$ cat src/rtl/ins_prefetch.sv
// Instruction prefetch buffer: streams sequential words ahead of the core into a
// small in-order FIFO, serves same-cycle hits, and flushes on non-sequential requests.
module ins_prefetch #(
  parameter int DEPTH   = 4,
  parameter int MAX_OUT = 2
) (
  input  logic        clk,
  input  logic        nrst,
  input  logic        exIns_ren,
  input  logic [31:0] exIns_addr,
  output logic        exIns_valid,
  output logic [31:0] exIns_in,
  output logic        mem_req,
  output logic [31:0] mem_addr,
  input  logic        mem_gnt,
  input  logic        mem_rvalid,
  input  logic [31:0] mem_rdata
);

  localparam int PW = $clog2(DEPTH);
  localparam int CW = $clog2(DEPTH + 1);
  localparam int IW = $clog2(MAX_OUT + 1);
  localparam int SW = CW + IW + 1;

  typedef enum logic {S_IDLE, S_RUN} state_t;

  state_t        r_state;
  logic [31:0]   r_fetch_addr;
  logic [31:0]   r_head_addr;
  logic [31:0]   r_fifo [DEPTH];
  logic [PW-1:0] r_wptr;
  logic [PW-1:0] r_rptr;
  logic [CW-1:0] r_count;
  logic [IW-1:0] r_inflight;
  logic [IW-1:0] r_drop_cnt;

  logic [31:0]   w_addr;
  logic          w_run;
  logic          w_match;
  logic          w_flush;
  logic          w_rsp;
  logic          w_keep;
  logic          w_empty;
  logic          w_bypass;
  logic          w_pop;
  logic          w_hit;
  logic          w_push;
  logic [SW-1:0] w_credit;
  logic          w_req;
  logic          w_gnt;

  assign w_addr   = {exIns_addr[31:2], 2'b00};
  assign w_run    = (r_state == S_RUN);
  assign w_match  = w_run & exIns_ren & (w_addr == r_head_addr);
  assign w_flush  = w_run & exIns_ren & (w_addr != r_head_addr);

  // Responses with nothing outstanding (e.g. from before reset) are ignored.
  assign w_rsp    = mem_rvalid & (r_inflight != '0);
  assign w_keep   = w_rsp & (r_drop_cnt == '0) & ~w_flush;
  assign w_empty  = (r_count == '0);
  assign w_bypass = w_match & w_empty & w_keep;
  assign w_pop    = w_match & ~w_empty;
  assign w_hit    = w_pop | w_bypass;
  assign w_push   = w_keep & ~w_bypass;

  // Live requests (not destined to be dropped) reserve a FIFO slot, so it never overflows.
  assign w_credit = SW'(r_count) + SW'(r_inflight) - SW'(r_drop_cnt);
  assign w_req    = w_run & ~w_flush & (r_inflight < IW'(MAX_OUT)) & (w_credit < SW'(DEPTH));
  assign w_gnt    = w_req & mem_gnt;

  assign exIns_valid = w_hit;
  assign exIns_in    = w_pop ? r_fifo[r_rptr] : (w_bypass ? mem_rdata : 32'd0);
  assign mem_req     = w_req;
  assign mem_addr    = r_fetch_addr;

  // Data storage carries no reset; occupancy is tracked by the pointers and count.
  always_ff @(posedge clk) begin
    if (w_push) begin
      r_fifo[r_wptr] <= mem_rdata;
    end
  end

  always_ff @(posedge clk) begin
    if (nrst) begin
      r_state      <= S_IDLE;
      r_fetch_addr <= 32'd0;
      r_head_addr  <= 32'd0;
      r_wptr       <= '0;
      r_rptr       <= '0;
      r_count      <= '0;
      r_inflight   <= '0;
      r_drop_cnt   <= '0;
    end else begin
      case (r_state)
        S_IDLE: begin
          if (exIns_ren) begin
            r_state      <= S_RUN;
            r_fetch_addr <= w_addr;
            r_head_addr  <= w_addr;
          end
        end
        S_RUN: begin
          if (w_flush) begin
            // Everything still outstanding after this cycle belongs to the old stream.
            r_fetch_addr <= w_addr;
            r_head_addr  <= w_addr;
            r_wptr       <= '0;
            r_rptr       <= '0;
            r_count      <= '0;
            r_inflight   <= r_inflight - IW'(w_rsp);
            r_drop_cnt   <= r_inflight - IW'(w_rsp);
          end else begin
            if (w_gnt) begin
              r_fetch_addr <= r_fetch_addr + 32'd4;
            end
            if (w_hit) begin
              r_head_addr <= r_head_addr + 32'd4;
            end
            if (w_push) begin
              r_wptr <= r_wptr + PW'(1);
            end
            if (w_pop) begin
              r_rptr <= r_rptr + PW'(1);
            end
            if (w_push && !w_pop) begin
              r_count <= r_count + CW'(1);
            end else if (w_pop && !w_push) begin
              r_count <= r_count - CW'(1);
            end
            r_inflight <= r_inflight + IW'(w_gnt) - IW'(w_rsp);
            if (w_rsp && (r_drop_cnt != '0)) begin
              r_drop_cnt <= r_drop_cnt - IW'(1);
            end
          end
        end
        default: r_state <= S_IDLE;
      endcase
    end
  end

endmodule

$ cat config.mk
export PLATFORM = sky130hd
export DESIGN_NAME = ins_prefetch
export DESIGN_NICKNAME = d
export VERILOG_FILES = /design/src/rtl/ins_prefetch.sv
export SDC_FILE = /design/constraint.sdc
export NUM_CORES = 1
export LEC_CHECK = 0
export ABC_AREA = 1
export CAP_MARGIN = 20
export CORE_MARGIN = 4
export CORE_UTILIZATION = 45
export CTS_BUF_LIST = sky130_fd_sc_hd__clkbuf_4 sky130_fd_sc_hd__clkbuf_8
export DETAILED_ROUTE_END_ITERATION = 16
export HOLD_SLACK_MARGIN = 0.12
export PLACE_DENSITY = 0.71
export SLEW_MARGIN = 20
export SYNTH_ARGS = -nofsm -noshare
export SYNTH_HDL_FRONTEND = slang
export SYNTH_SLANG_ARGS = --single-unit
$ cat constraint.sdc
create_clock -name clk -period 4.6 [get_ports clk]
set_input_delay 1.15 -clock clk [delete_from_list [all_inputs] [get_ports clk]]
set_output_delay 1.15 -clock clk [all_outputs]
set_load 0.02 [all_outputs]
==> flow_summary.yaml <==
route:
  finalWirelength_um: 29700
  vias: 10255
  drcViolationCount: 0
  ant_nets: 0
  avgViaCountPerCell: 5.03
  drt_iter0_drc: 725
  wl_per_cell_um: 14.6
  firstDrtPassIters: 5
placement:
  hpwlAfterDp_um: 19700
  portBuffers: 130
  gp_congestion: 0.949
  dpl_worst_slack_ps: -338
sta:
  worst_pin_slew_ps: 729
  max_freq_mhz: 224
  slew_viol_final: 0
  period_minus_slack_ps: 4470
  relSlewSlack_pct: 51.4
  hold_viol: 0
  period_share_pct: 97.1
  fin_ws_ps: 132
  fin_skew_ps: 26.0
  rsz0062_at_grt: "true"
  setup_viol: 0
pwr:
  p_leak_uw: 0.00612
  ir_worst_vdd_mv: 0.317
  fin_total_pwr_uw: 4610
  pwr_density_cell_nw_per_um2: 333
synth:
  synth_top_family_by_area: "simple AND/OR/NAND/NOR gates"
  synth_cells: 1545
  syn_avg_cell_area_sq_um: 7.37
  synth_xor_area_share_pct: 4.92
  synth.area.mux_share_pct: 0
  synth-simple-area-share_pct: 29.4
  synth_seq_cells: 202
  synth_cell_type_count: 36
  yosysSeqAreaShare_pct: 46.8
  syn_area_sq_um: 11400
  synthAdderAreaFrac_pct: 1.89
  yosysWarnings: 0
  synth-compound-area-share_pct: 8.07
cells_and_area:
  area_delta_synth_final_pct: 21.5
  antenna_cells: 0
  fin_nets: 1774
  drive_gt1_share_pct: 10.1
worst_hold_path:
  hold_depth: 1
  min_to: "r_rptr[0]"
  hold_path.class: "reg2reg"
  hp-start: "r_rptr[0]"
grt:
  grt_pass1_vias: 9813
  grt_pass1_wl_um: 47400
  antenna_found_initial: 0
  grt_overflow: 0
  grt_max_degree: 62
  track_usage_pct: 20.4
die:
  start_util_pct: 46.3
  core_sq_um: 24600
  die_h_um: 167
  dieArea_sq_um: 27900
  num_rows: 57
  die_x_um: 167
  io_pins: 135
clocking:
  h-tree-depth: 2
  cts_tree: "done"
  clk_pin_slew_ps: 60
  insertion_delay_ps: 540
  ctsHoldBuffers: 0
  ctsRootBufferMaster: "clkbuf_8"
  cts_max_path_buffers: 3
  cts_made_buffers: 35
  cts_sinks: 202
worst_setup_path:
  ff2ff_path_depth: 13
  criticalPathCategory: "in2out"
  critPathMostFrequentCell: "nand2_1"
  worstPathArrival_ps: 3320
  critPathLaunchType: "primary input"
  cp_max_fo: 21
  crit_chain: "clkdlybuf4s50_1, inv_1, nand2_1, nand2_1, nor2_1, nand2_1, nor2_1, nand2_1, nor2_4, nand2_1, nor2_4, buf_12, o21ai_1, nand2_1, clkdlybuf4s15_2"
  critical_path.max_stage_delay_ps: 560
  r2r_start: "r_inflight[1]"
  critPathBufInv: 4
  cp_top_family: "buffers and inverters"
  timing.rr.end: "mem_addr[11]"
  slowest_stage: "clkdlybuf4s50_1"
  crit_required_ps: 3450
  endpoint_kind: "primary output"
  rrSetupSlack_ps: 1490
job:
  drv_cap: 0
outcome:
  status: "finished clean"
[registers in the layout, summed over array words and instances, names as in the netlist, named ones only]
register	cells
r_drop_cnt	2
r_rptr	2
r_inflight	2
r_head_addr	30
mem_addr	30
r_wptr	2
r_count	3
r_state	1
r_fifo	128
[cells in the mapped netlist (all sizes together)]
cell / number / share of area [%]
clkinv: 1 / 0.033
and2: 1 / 0.055
xnor2: 10 / 0.77
nand4: 16 / 0.88
xor2: 54 / 4.2
o211ai: 3 / 0.20
o21ai: 100 / 4.4
inv: 183 / 6.0
conb: 1 / 0.033
ha: 14 / 1.5
o2111ai: 1 / 0.077
dfxtp: 74 / 13
buf: 34 / 1.9
a31oi: 2 / 0.11
fa: 2 / 0.35
a21oi: 74 / 3.3
or2: 3 / 0.16
nor3: 31 / 1.4
nand3: 59 / 2.6
nor2: 209 / 7.1
edfxtp: 128 / 34
nor4: 3 / 0.16
nand2: 513 / 17
clkbuf: 29 / 0.97
[layer usage]
metal	track usage [%]	routed length, um	vias up
met4	7.47	786	0
met3	3.39	1990	63
met2	35.0	14100	344
li1	-	-	5192
met1	26.1	12900	4656
met5	0	0	-
[power breakdown]
group	leakage [uW]	switching (uW)	internal (uW)
registers	0.00177	94.9	2010
clock network	0.000391	736	1030
logic	0.00396	440	301
total	0.00612	1270	3340
[what timing repair did]
item                       CTS  global route
pin swaps                    0             0
gates resized for setup     72            61
setup endpoints to repair   34            33
hold endpoints to repair     0             0
cloned                       0             2
buffers inserted             0             3
[worst max path at each step]
stage	startpoint	end	cells past startpoint	slack [ps]
global placement	exIns_addr[7]	exIns_in[22]	15	-290
floorplan	exIns_addr[16]	r_fifo[0][0]	15	680
global route	exIns_addr[11]	exIns_in[6]	15	-50
detailed placement	exIns_addr[7]	exIns_in[22]	15	-340
CTS	exIns_addr[7]	exIns_in[8]	15	2
finish	exIns_addr[29]	exIns_in[6]	15	130
[cell type report]
| type | count | area (sq um) |
|---|---|---|
| tap | 324 | 405 |
| sequential | 202 | 5330 |
| clock buffer | 50 | 607 |
| clock inverter | 11 | 140 |
| inverter | 184 | 696 |
| timing repair buffer | 169 | 1580 |
| multi-input combinational | 1097 | 5080 |
| fill | 2266 | 10800 |
[cells by family after synthesis]
group | Yosys count
and+or+nand+nor | 835
buffers and inverters | 247
DFF | 202
AOI/OAI and AO/OA | 180
xor gates and xnor gates | 64
adders and majority gates | 16
other | 1
[per-stage QoR]
stage | hold slack [ps] | area (sq um) | util (%) | setup TNS (ps) | std cells
after floorplan | 435 | 11400 | - | 0 | 1546
after global placement | 454 | 13100 | 53.4 | -8260 | 1971
after detailed placement | 466 | 13100 | 53.4 | -9380 | 1971
after CTS | 473 | 13900 | 56.4 | 0 | 2032
after global routing | 487 | 13800 | 56.2 | -279 | 2037
final | 470 | 13800 | 56.2 | 0 | 2037
[cell usage in the layout, fill, tap and decap left out, types with 5 or more instances in the layout]
cell type,count
nand2_1,505
nor2_1,197
inv_1,164
edfxtp_1,128
clkdlybuf4s50_1,94
o21ai_0,91
dfxtp_1,74
a21oi_1,73
nand3_1,58
xor2_1,54
clkbuf_8,37
buf_4,35
nor3_1,30
inv_2,18
nand4_1,16
ha_1,14
clkbuf_2,14
clkbuf_4,13
buf_2,11
xnor2_1,10
nor2_2,10
o21ai_1,9
nand2_2,7
buf_12,7
clkinv_1,5
No activity file was read; power rests on OpenSTA's default activity.
